File: config.mk
export PLATFORM = sky130hd
export DESIGN_NAME = ex_mem_stage
export DESIGN_NICKNAME = d
export VERILOG_FILES = /design/src/rtl/mips_pkg.sv /design/src/rtl/ex_exc_detect.sv /design/src/rtl/ex_mem_stage.sv
export SDC_FILE = /design/constraint.sdc
export NUM_CORES = 1
export LEC_CHECK = 0
export CORE_UTILIZATION = 42
export CTS_CLUSTER_SIZE = 40
export DETAILED_ROUTE_END_ITERATION = 8
export PLACE_DENSITY_LB_ADDON = 0.08
export SLEW_MARGIN = 20
export SYNTH_ARGS = -nofsm -noshare
export SYNTH_HDL_FRONTEND = slang
export SYNTH_SLANG_ARGS = --single-unit
File: constraint.sdc
create_clock -name clk -period 2.8 [get_ports clk]
set_input_delay 0.42 -clock clk [delete_from_list [all_inputs] [get_ports clk]]
set_output_delay 0.42 -clock clk [all_outputs]
set_load 0.005 [all_outputs]
File: src/rtl/mips_pkg.sv
// Shared definitions for the MIPS execute/memory boundary: ALU status bit
// positions, exception cause codes and the EX/MEM stage state encoding.
package mips_pkg;

    localparam int ST_ZERO    = 7;
    localparam int ST_OVF     = 6;
    localparam int ST_CARRY   = 5;
    localparam int ST_NEG     = 4;
    localparam int ST_INVADDR = 3;
    localparam int ST_DIVZ    = 2;

    localparam logic [3:0] CAUSE_OV = 4'd12;
    localparam logic [3:0] CAUSE_DZ = 4'd15;

    // Status bits worth remembering for debug: overflow, carry, invalid address, divide-by-zero.
    localparam logic [7:0] STICKY_MASK = 8'b0110_1100;

    typedef enum logic {
        RUN = 1'b0,
        EXC = 1'b1
    } ex_mem_state_t;

endpackage

File: src/rtl/ex_exc_detect.sv
// Combinational fault classification of an ALU status word, plus the
// status bits that feed the sticky debug register.
module ex_exc_detect
    import mips_pkg::*;
#(
    parameter int STATUS_W = 8
) (
    input  logic [STATUS_W-1:0] status,
    input  logic                trap_en,
    output logic                fault,
    output logic [3:0]          cause,
    output logic [STATUS_W-1:0] sticky_bits
);

    localparam logic [STATUS_W-1:0] STICKY_M = STATUS_W'(STICKY_MASK);

    assign sticky_bits = status & STICKY_M;

    // Divide-by-zero outranks overflow; invalid address never traps here.
    always_comb begin
        fault = 1'b0;
        cause = 4'd0;
        if (status[ST_DIVZ]) begin
            fault = 1'b1;
            cause = CAUSE_DZ;
        end else if (status[ST_OVF] && trap_en) begin
            fault = 1'b1;
            cause = CAUSE_OV;
        end
    end

endmodule

File: src/rtl/ex_mem_stage.sv
// EX/MEM pipeline register with precise exception capture, sticky status
// flags and a saturating exception counter.
//
//   state | meaning
//   RUN   | normal flow, entries accepted when the output slot is free
//   EXC   | exception pending, intake blocked until ack or flush
module ex_mem_stage
    import mips_pkg::*;
#(
    parameter int DATA_W     = 32,
    parameter int STATUS_W   = 8,
    parameter int REG_ADDR_W = 5
) (
    input  logic                  clk,
    input  logic                  rst,
    input  logic                  in_valid,
    output logic                  in_ready,
    input  logic [DATA_W-1:0]     in_pc,
    input  logic [DATA_W-1:0]     in_result,
    input  logic [STATUS_W-1:0]   in_status,
    input  logic                  in_trap_en,
    input  logic                  in_wb_en,
    input  logic [REG_ADDR_W-1:0] in_wb_addr,
    input  logic                  in_mem_rd,
    input  logic                  in_mem_wr,
    input  logic [DATA_W-1:0]     in_store_data,
    input  logic                  flush,
    output logic                  out_valid,
    input  logic                  out_ready,
    output logic [DATA_W-1:0]     out_result,
    output logic [DATA_W-1:0]     out_store_data,
    output logic [STATUS_W-1:0]   out_status,
    output logic                  out_wb_en,
    output logic                  out_mem_rd,
    output logic                  out_mem_wr,
    output logic [REG_ADDR_W-1:0] out_wb_addr,
    output logic                  exc_req,
    output logic [3:0]            exc_cause,
    output logic [DATA_W-1:0]     exc_epc,
    input  logic                  exc_ack,
    output logic [STATUS_W-1:0]   sticky_status,
    input  logic                  sticky_clr,
    output logic [7:0]            exc_count
);

    ex_mem_state_t         state, state_next;
    logic                  accept;
    logic                  fault;
    logic [3:0]            fault_cause;
    logic [STATUS_W-1:0]   sticky_bits;

    ex_exc_detect #(
        .STATUS_W (STATUS_W)
    ) u_exc_detect (
        .status      (in_status),
        .trap_en     (in_trap_en),
        .fault       (fault),
        .cause       (fault_cause),
        .sticky_bits (sticky_bits)
    );

    assign in_ready = (state == RUN) && !flush && (!out_valid || out_ready);
    assign accept   = in_valid && in_ready;
    assign exc_req  = (state == EXC);

    always_ff @(posedge clk) begin
        if (rst) begin
            state <= RUN;
        end else begin
            state <= state_next;
        end
    end

    always_comb begin
        state_next = state;
        case (state)
            RUN: if (accept && fault)    state_next = EXC;
            EXC: if (exc_ack || flush)   state_next = RUN;
            default:                     state_next = RUN;
        endcase
    end

    always_ff @(posedge clk) begin
        if (rst) begin
            out_valid      <= 1'b0;
            out_result     <= '0;
            out_store_data <= '0;
            out_status     <= '0;
            out_wb_en      <= 1'b0;
            out_mem_rd     <= 1'b0;
            out_mem_wr     <= 1'b0;
            out_wb_addr    <= '0;
        end else if (accept && !fault) begin
            out_valid      <= 1'b1;
            out_result     <= in_result;
            out_store_data <= in_store_data;
            out_status     <= in_status;
            out_wb_en      <= in_wb_en;
            out_mem_rd     <= in_mem_rd;
            out_mem_wr     <= in_mem_wr;
            out_wb_addr    <= in_wb_addr;
        end else if (accept || flush || out_ready) begin
            // A faulting entry is dropped here so it never reaches memory or write-back.
            out_valid <= 1'b0;
        end
    end

    always_ff @(posedge clk) begin
        if (rst) begin
            exc_cause <= 4'd0;
            exc_epc   <= '0;
            exc_count <= 8'd0;
        end else if (accept && fault) begin
            exc_cause <= fault_cause;
            exc_epc   <= in_pc;
            if (exc_count != 8'hFF) begin
                exc_count <= exc_count + 8'd1;
            end
        end
    end

    // Clear and record can coincide: the newly accepted bits survive the clear.
    always_ff @(posedge clk) begin
        if (rst) begin
            sticky_status <= '0;
        end else if (accept) begin
            sticky_status <= (sticky_clr ? '0 : sticky_status) | sticky_bits;
        end else if (sticky_clr) begin
            sticky_status <= '0;
        end
    end

endmodule

==> impl_metrics.py <==
metrics = {
    "die": {
        "initial_core_util_pct": 43.4,
        "core-area_mm2": 0.0109,
        "io_pins": 255,
        "rows": 38,
        "dieArea_mm2": 0.0117,
        "die_w_um": 108,
        "die_h_um": 108,
    },
    "drt": {
        "detail-route-antenna-nets": 0,
        "viasPerCell": 5.06,
        "drtIter0Drc": 209,
        "route.vias.total": 4892,
        "first_pass_iters": 4,
        "wl_per_cell_um": 15.1,
        "route.detailed.drc": 0,
        "finalWirelength_um": 14600,
    },
    "placed_design": {
        "portBuffers": 250,
        "hpwlAfterDp_um": 10100,
        "preCtsSetupSlack_ps": 542,
        "dpl_cell_area_mm2": 0.00728,
        "gp_congestion": 0.786,
    },
    "logic_synthesis": {
        "synth_flop_cell": "dfxtp_1",
        "synth_top_area_share_pct": 54.3,
        "synth_cell_types": 33,
        "netlist_area_mm2": 0.00472,
        "synth_top_area_cell": "dfxtp_1",
        "postSynthCellCount": 584,
        "synthArstFlopShare_pct": 0,
        "syn_avg_cell_area_um2": 8.09,
        "ys_seq_area_share_pct": 54.3,
        "ys_ff_latch": 128,
        "ys_top_cells_by_area": "dfxtp_1 (54%), a21oi_1 (13%), nand2_1 (12%), nand3_1 (8.7%), clkbuf_1 (2.5%)",
        "synth_edf_count": 0,
        "yosysWarnings": 0,
    },
    "worst_setup_path": {
        "reg2regPathDepth": 5,
        "critical_path_class": "in2out",
        "end_kind": "primary output",
        "crit_arrival_ps": 1640,
        "cp.required_ps": 2380,
        "cp_max_fo": 2,
        "startpoint_type": "input pin",
    },
    "clocking": {
        "cts_sinks": 128,
        "numCtsBuffers": 17,
        "cts_resized": 0,
        "clk_latency_ps": 510,
        "cts_tree": "yes",
        "cts_hold_buffers": 0,
        "clk_pin_slew_worst_paths_ps": 60,
        "clock_path_buffers": 2,
        "clock_tree.root_cell": "clkbuf_8",
        "postCtsSetupRepairBufs": 0,
        "htreeDepth": 4,
    },
    "sta": {
        "fmax_mhz": 484,
        "setup-violations-final": 0,
        "tns_ps": 0,
        "fin_skew_ps": 6.85,
        "hold_viol_final": 0,
        "rsz0062_at_grt": "no",
        "worst_pin_slew_ps": 644,
        "fin_hold_ws_ps": 363,
        "fin_crit_sh_pct": 73.7,
        "fin_crit_ps": 2060,
        "slew_headroom_pct": 57.1,
        "slew_violations": 0,
        "fin_ws_ps": 736,
    },
    "global_route": {
        "gr-total-overflow": 0,
        "grt_max_degree": 63,
        "antenna_found_initial": 0,
        "grt_use_total_pct": 24.8,
        "grt_pass1_wl_um": 22500,
        "grt_pass1_vias": 4715,
    },
    "pwr": {
        "leakage_nw": 2.71,
        "power_mw": 4.33,
        "ir_drop_mv": 0.361,
        "power_per_cell_area_mw_per_mm2": 555,
    },
    "layout": {
        "nFillCells": 848,
        "final_nets": 935,
        "syn_to_final_growth_pct": 65.2,
        "final_common_cell": "clkdlybuf4s50_1",
        "drive_gt1_share_pct": 5.57,
        "layout.cells.most_common_list": "clkdlybuf4s50_1 (249), nand2_1 (148), dfxtp_1 (128)",
        "num_antenna_cells": 0,
        "fin_area_mm2": 0.00780,
    },
    "min_path": {
        "min_path_cells": 2,
        "min_path_type": "in2reg",
    },
    "run_status": {
        "outcome": "complete, no violations",
    },
    "job": {
        "cap_violations": 0,
    },
}
## per-layer routing
layer / vias to the layer above / track usage [%] / share of wire [%]
li1: 2422 / - / -
met1: 2261 / 26.5 / 38
met2: 179 / 42.2 / 50
met3: 30 / 10.1 / 8.4
met4: 0 / 12.2 / 3.0
met5: - / 0 / 0
## Yosys cell counts (all sizes together), types with 2 or more instances
cell type	instances
nand2b	3
nand4	4
mux2	2
or3	2
dfxtp	128
nor4	2
nor2b	7
nor2	11
o31ai	2
o21ai	3
a21oi	124
buf	22
nand2	148
or4	2
nand3	82
clkbuf	31
## metrics by stage
step,utilization (%),instances
final,71.6,966
after global routing,71.6,966
after CTS,71.6,966
after detailed placement,66.9,935
after global placement,66.9,935
after floorplan,-,587
## critical path: stages
cell and delay (ps):
clkdlybuf4s50_1 480, nor2b_1 70, nor3_1 140, clkdlybuf4s50_1 540
## worst paths after layout
path                            slack [ps]               start            endpoint
worst min register to register         450  out_store_data[26]  out_store_data[26]
worst max-delay path                   740           out_ready            in_ready
worst min-delay path                   360                 rst        exc_count[2]
worst max register to register        1130             exc_req       out_result[0]
## power breakdown
group	switching [mW]	total, mW	internal [mW]
combinational	0.208	0.506	0.298
sequential	0.0302	1.91	1.88
clock	0.746	1.91	1.16
## registers in the layout, indices dropped and copies added (netlist names), 2 cells and up
name	count
exc_count	8
out_status	8
sticky_status	4
out_store_data	32
exc_cause	2
exc_epc	32
out_result	32
out_wb_addr	5
## layout make-up
class | instances | area [um2] | share of cell area [%]
Clock buffer | 24 | 480 | 6.16
Timing Repair Buffer | 261 | 2610 | 33.4
Sequential cell | 128 | 2560 | 32.9
Multi-Input combinational cell | 406 | 1940 | 24.9
Clock inverter | 7 | 35.0 | 0.449
Tap cell | 140 | 175 | 2.25
## logic make-up after synthesis
family	share of synthesized area (%)
other cells	0.0794
buf+inv	5.09
fa+ha+maj	0.265
mux	0.477
flops	54.3
simple gates	25.2
compound gates	14.6
Note: power is estimated with default switching activity, not from simulation.
